File: config.mk
export PLATFORM = sky130hd
export DESIGN_NAME = run_len_det
export DESIGN_NICKNAME = d
export VERILOG_FILES = /design/src/rtl/run_len_det_pkg.sv /design/src/rtl/run_len_det_sat_cnt.sv /design/src/rtl/run_len_det.sv
export SDC_FILE = /design/constraint.sdc
export NUM_CORES = 1
export LEC_CHECK = 0
export ABC_AREA = 1
export BUFFER_PORTS_ARGS = -buffer_cell sky130_fd_sc_hd__buf_4
export CAP_MARGIN = 20
export CORE_MARGIN = 10
export CORE_UTILIZATION = 45
export DETAILED_ROUTE_END_ITERATION = 8
export GPL_TIMING_DRIVEN = 1
export PLACE_DENSITY = 0.64
export SLEW_MARGIN = 20
export SYNTH_ARGS = -nofsm -noshare
export SYNTH_HDL_FRONTEND = slang
export SYNTH_SLANG_ARGS = --single-unit
File: constraint.sdc
create_clock -name clk -period 4.7 [get_ports clk]
set_input_delay 0 -clock clk [delete_from_list [all_inputs] [get_ports clk]]
set_output_delay 0 -clock clk [all_outputs]
set_load 0.02 [all_outputs]
File: src/rtl/run_len_det_pkg.sv
// Shared mode encodings, run-tracking state and the polarity match helper
// for the run-length detector.
package run_len_det_pkg;

  localparam logic [1:0] MODE_EITHER = 2'b00;
  localparam logic [1:0] MODE_ONES   = 2'b01;
  localparam logic [1:0] MODE_ZEROS  = 2'b10;
  localparam logic [1:0] MODE_OFF    = 2'b11;

  typedef struct packed {
    logic       have_prev;
    logic       last_bit;
    logic [7:0] run_cnt;
  } run_state_t;

  function automatic logic match(input logic b, input logic [1:0] mode);
    case (mode)
      MODE_EITHER: match = 1'b1;
      MODE_ONES:   match = b;
      MODE_ZEROS:  match = ~b;
      default:     match = 1'b0;
    endcase
  endfunction

endpackage

File: src/rtl/run_len_det_sat_cnt.sv
// Saturating up-counter; clear wins over increment.
module run_len_det_sat_cnt #(
  parameter int CNT_W = 8
) (
  input  logic             clk,
  input  logic             reset,
  input  logic             inc,
  input  logic             clr,
  output logic [CNT_W-1:0] cnt
);

  always_ff @(posedge clk) begin
    if (reset || clr)              cnt <= '0;
    else if (inc && (cnt != '1))   cnt <= cnt + 1'b1;
  end

endmodule

File: src/rtl/run_len_det.sv
// Run-length detector: flags RUN_LEN consecutive equal accepted bits,
// polarity/overlap configurable, with a saturating detection counter.
module run_len_det
  import run_len_det_pkg::*;
#(
  parameter int RUN_LEN = 2,
  parameter int CNT_W   = 8
) (
  input  logic             clk,
  input  logic             reset,
  input  logic             in_valid,
  input  logic             in_bit,
  input  logic [1:0]       mode,
  input  logic             overlap,
  input  logic             count_clr,
  output logic             out,
  output logic             out_bit,
  output logic [CNT_W-1:0] det_count
);

  generate
    if (RUN_LEN < 2 || RUN_LEN > 255) begin : g_bad_run_len
      $fatal(1, "run_len_det: RUN_LEN=%0d outside 2..255", RUN_LEN);
    end
  endgenerate

  localparam logic [7:0] RUN_MAX = 8'(RUN_LEN);

  run_state_t st, st_nxt;
  logic       out_nxt;
  logic       det_ev;

  always_ff @(posedge clk) begin
    if (reset) begin
      st  <= '0;
      out <= 1'b0;
    end else begin
      st  <= st_nxt;
      out <= out_nxt;
    end
  end

  always_comb begin
    st_nxt = st;
    if (in_valid) begin
      if (!st.have_prev) begin
        st_nxt.have_prev = 1'b1;
        st_nxt.last_bit  = in_bit;
        st_nxt.run_cnt   = 8'd1;
      end else if (in_bit != st.last_bit) begin
        st_nxt.last_bit  = in_bit;
        st_nxt.run_cnt   = 8'd1;
      end else if (st.run_cnt < RUN_MAX) begin
        st_nxt.run_cnt   = st.run_cnt + 8'd1;
      end else if (!overlap) begin
        // Non-overlapping: the bit after a full run opens a fresh run.
        st_nxt.run_cnt   = 8'd1;
      end
    end
  end

  // out re-evaluates every cycle so a mode change shows up without a new bit.
  always_comb begin
    out_nxt = (st_nxt.run_cnt == RUN_MAX) && match(st_nxt.last_bit, mode);
    det_ev  = in_valid && (st_nxt.run_cnt == RUN_MAX) && match(in_bit, mode);
  end

  assign out_bit = st.last_bit;

  run_len_det_sat_cnt #(.CNT_W(CNT_W)) u_det_cnt (
    .clk   (clk),
    .reset (reset),
    .inc   (det_ev),
    .clr   (count_clr),
    .cnt   (det_count)
  );

endmodule

==> impl_summary.md <==
Run status
The flow ran to the end, and the final reports show no timing, DRC or antenna violations.

Power
The maximum VDD drop is 0.143 mV. Combinational logic burns around 16% of the power. The internal power of the cells totals around 0.21 mW. The switching power share of the total is 29.0%. Registers are responsible for 55.0% of the overall power. The switching power is between 0.08 and 0.09 mW.

The clock network is responsible for ~29% of the overall power. Dividing total power by cell area gives a power density of 222 nW/um2. The leakage power figure is 0.633 nW.

Global route
The global routing usage summed across all routing layers is between 10 and 15%. The initial antenna violation count was 0. After global routing the overflow that remains totals 0. The largest net degree at the start of global routing is 18. The via count of the first global-routing pass is 1000. The first global-routing pass estimated approximately 4.4 mm of wire.

Timing
Setup repair after global routing left no endpoint under its margin. For the pin with the worst max-slew slack, the measured transition is just under 1 ns. The number of failing hold endpoints at the final stage was 0. The headroom to the max-slew limit is about a third.

Clock skew on the completed layout was measured at roughly 0.013 ns. The final-report setup violation count is 0. After routing, the total negative slack on setup checks comes to 0 ns. The max-slew violation count is 0. After layout, the worst path uses 38.5% of the clock period. The post-route minimum period is about 1.8 ns. The highest clock rate is between 500 and 600 MHz.

Yosys
The synthesized area per cell is 6.68 um2. The total number of yosys warnings is 0. The net count after synthesis is between 150 and 200. The largest total area in the synthesized netlist belongs to dfxtp_1.

In the synthesized netlist, the number of instances is 176. After synthesis the cells add up to between 1000 and 1500 um2. Yosys attributes the largest share of cell area to dfxtp_1 32%, nand2_1 12%, nor2_1 11%.

The synthesized flop and latch total is 19. The number of distinct standard cells referenced by the synthesized netlist is 27. In this run the biggest area consumer among cell types represents roughly 32% of the synthesized area. For this run, the register share of the synthesized area comes to 32.3%.

Clock tree
The TritonCTS sink count is 19. The number of setup buffers added after CTS is 0. TritonCTS built the clock tree. In this run the number of H-tree levels came out at 1. At the later pin of the worst-skew pair, clock insertion delay measures 0.31 ns.

Clock-pin slew was measured on the worst setup and hold paths at about 0.12 ns. The number of buffers created by CTS is 3. The CTS root buffer is clkbuf_4.

The maximum root-to-sink buffer count is 2.

Setup path
The worst path arrival time is slightly above 2 ns. The largest individual stage delay along the critical path comes from the cell dfxtp_1. Data on the critical path is required at its endpoint by around 5 ns. STA classifies the critical path endpoint as a register. The class of the most critical setup path is reg2reg. The worst setup path is launched from a register.

Walking the worst path, the cells encountered are inv_1, nand2_2, nand2_1, nor2_2, nand2_2, nand3_4, nand2_4, nor2_4, nand3_4, nor2_8, nand3_4, nand2_1, nand2_1, nor2_1. The largest single stage delay on the critical path is around 0.4 ns. Along the worst path, the maximum fanout reaches 9.

Route
For this run, the detailed router's first-pass iteration total came to 4. The routed layout has 1114 vias. After detailed routing, the total wire length is between 2 and 3 mm. The post-route DRC violation count is 0.

After detailed routing, the number of vias per cell comes to 4.95. The average routed wire per standard cell is 11.7 um. The initial DRC count is between 60 and 70. The antenna violation net count after detailed routing is 0.

Place
The port buffer count is 17. The detailed placer's ending HPWL is 2.00 mm. After detailed placement, the total cell area comes to ~1300 um2. The weighted congestion at the end of routability-driven global placement is ~0.89.

Die
The core region is 2480 um2. For this configuration, the core starts out at a cell density of 47.5%. In this run the vertical extent of the chip is slightly above 70 um. The placement row count is 18. The horizontal extent of the die is just over 70 um. The overall die area is between 5000 and 6000 um2.

Pin placement for this block handled 18 I/O pins.

Cells and area
In the final layout, the share of cells above drive strength 1 is between 10% and 20%. The diode insertion count for antenna repair is 0. Compared with the post-synthesis result, the final layout area differs by 15.7%. The count of nets after finishing is around 210.

The total non-filler cell area in the finished layout is 1360 um2.

Run
Max-cap violations in this run came to 0.

Min path
The path category of the worst min-delay check is in2reg.
[sequential cells by signal, summed over array words and instances, names as in the netlist]
name / flops
out_bit: 1
st: 9
u_det_cnt.cnt: 8
out: 1
[critical path, delay by kind of cell (launching register included)]
family / cells / cell delay, ns
and+or+nand+nor: 13 / 1.29
DFF: 1 / 0.39
buffers and inverters: 1 / 0.08
[cells in the final DEF, fill, tap and decap left out, drive strengths merged]
master and count:
buf 17, nor4 1, clkbuf 4, dfxtp 19, xnor2 1, o21ai 8, a31oi 1, inv 26
nand3b 2, xor2 1, ha 2, a21oi 3, nand4 8, nor3 2, nor2 40, dlygate4sd3 2
nand2 44, nand3 14
[cell families (layout without fill, tap and decap cells)]
group	Yosys count	in the layout	share of synthesized area, %
xor+xnor	2	2	1.49
buf+inv	30	49	10.5
flops	19	19	32.3
simple gates	111	111	48.3
fa+ha+maj	2	2	2.13
compound gates	12	12	5.21
[cells in the mapped netlist (all sizes together)]
master	n
nand2	44
nor2	40
inv	26
dfxtp	19
nand3	14
nand4	8
o21ai	8
a21oi	3
buf	2
clkbuf	2
ha	2
nand3b	2
nor3	2
a31oi	1
nor4	1
xnor2	1
xor2	1
[repair_timing]
action / in CTS / in global routing
hold buffers: 2 / 0
hold endpoints to repair: 9 / 0
resized for setup: 0 / 0
setup endpoints to repair: 0 / 0
[power by group through the flow]
| stage | registers [mW] | clock network, mW | logic, mW |
|---|---|---|---|
| after floorplan | 0.171 | 0 | 0.0356 |
| after global placement | 0.170 | 0 | 0.0467 |
| after detailed placement | 0.170 | 0 | 0.0477 |
| after CTS | 0.166 | 0.0897 | 0.0492 |
| after global routing | 0.167 | 0.0979 | 0.0550 |
| final | 0.166 | 0.0866 | 0.0494 |
[final cells by class]
type / instances / area [um2]
Clock buffer: 4 / 26.3
Fill cell: 244 / 1120
Inverter: 26 / 97.6
Multi-Input combinational cell: 127 / 672
Sequential cell: 19 / 380
Tap cell: 30 / 37.5
Timing Repair Buffer: 19 / 148
[worst paths after layout]
check / start / to / slack, ns / cells past startpoint
worst max-delay path: out_bit / u_det_cnt.cnt[0] / 2.89 / 14
worst min-delay path: count_clr / u_det_cnt.cnt[4] / 0.03 / 4
worst max register to register: out_bit / u_det_cnt.cnt[0] / 2.89 / 14
worst min register to register: st[7] / st[7] / 0.46 / 2
[metal layers]
layer  up-vias  global-route usage (%)  wire length, um
li1        589                       -                -
met2        26                    15.3             1070
met3         5                    3.49              163
met1       494                    13.2             1350
met4         0                    4.95               42
met5         -                       0                0
[through the flow]
stage | worst slack (ns) | hold WS, ns | instances | util [%] | power (mW)
2_1_floorplan | 3.00 | 0.185 | 176 | - | 0.206
3_3_place_gp | 2.99 | 0.270 | 219 | 53.1 | 0.217
3_5_place_dp | 2.92 | 0.277 | 219 | 53.1 | 0.218
4_1_cts | 2.89 | 0.0224 | 225 | 54.9 | 0.305
5_1_grt | 2.67 | 0.0554 | 225 | 54.9 | 0.320
6_report | 2.89 | 0.0323 | 225 | 54.9 | 0.302
(Power assumes the default switching activity.)
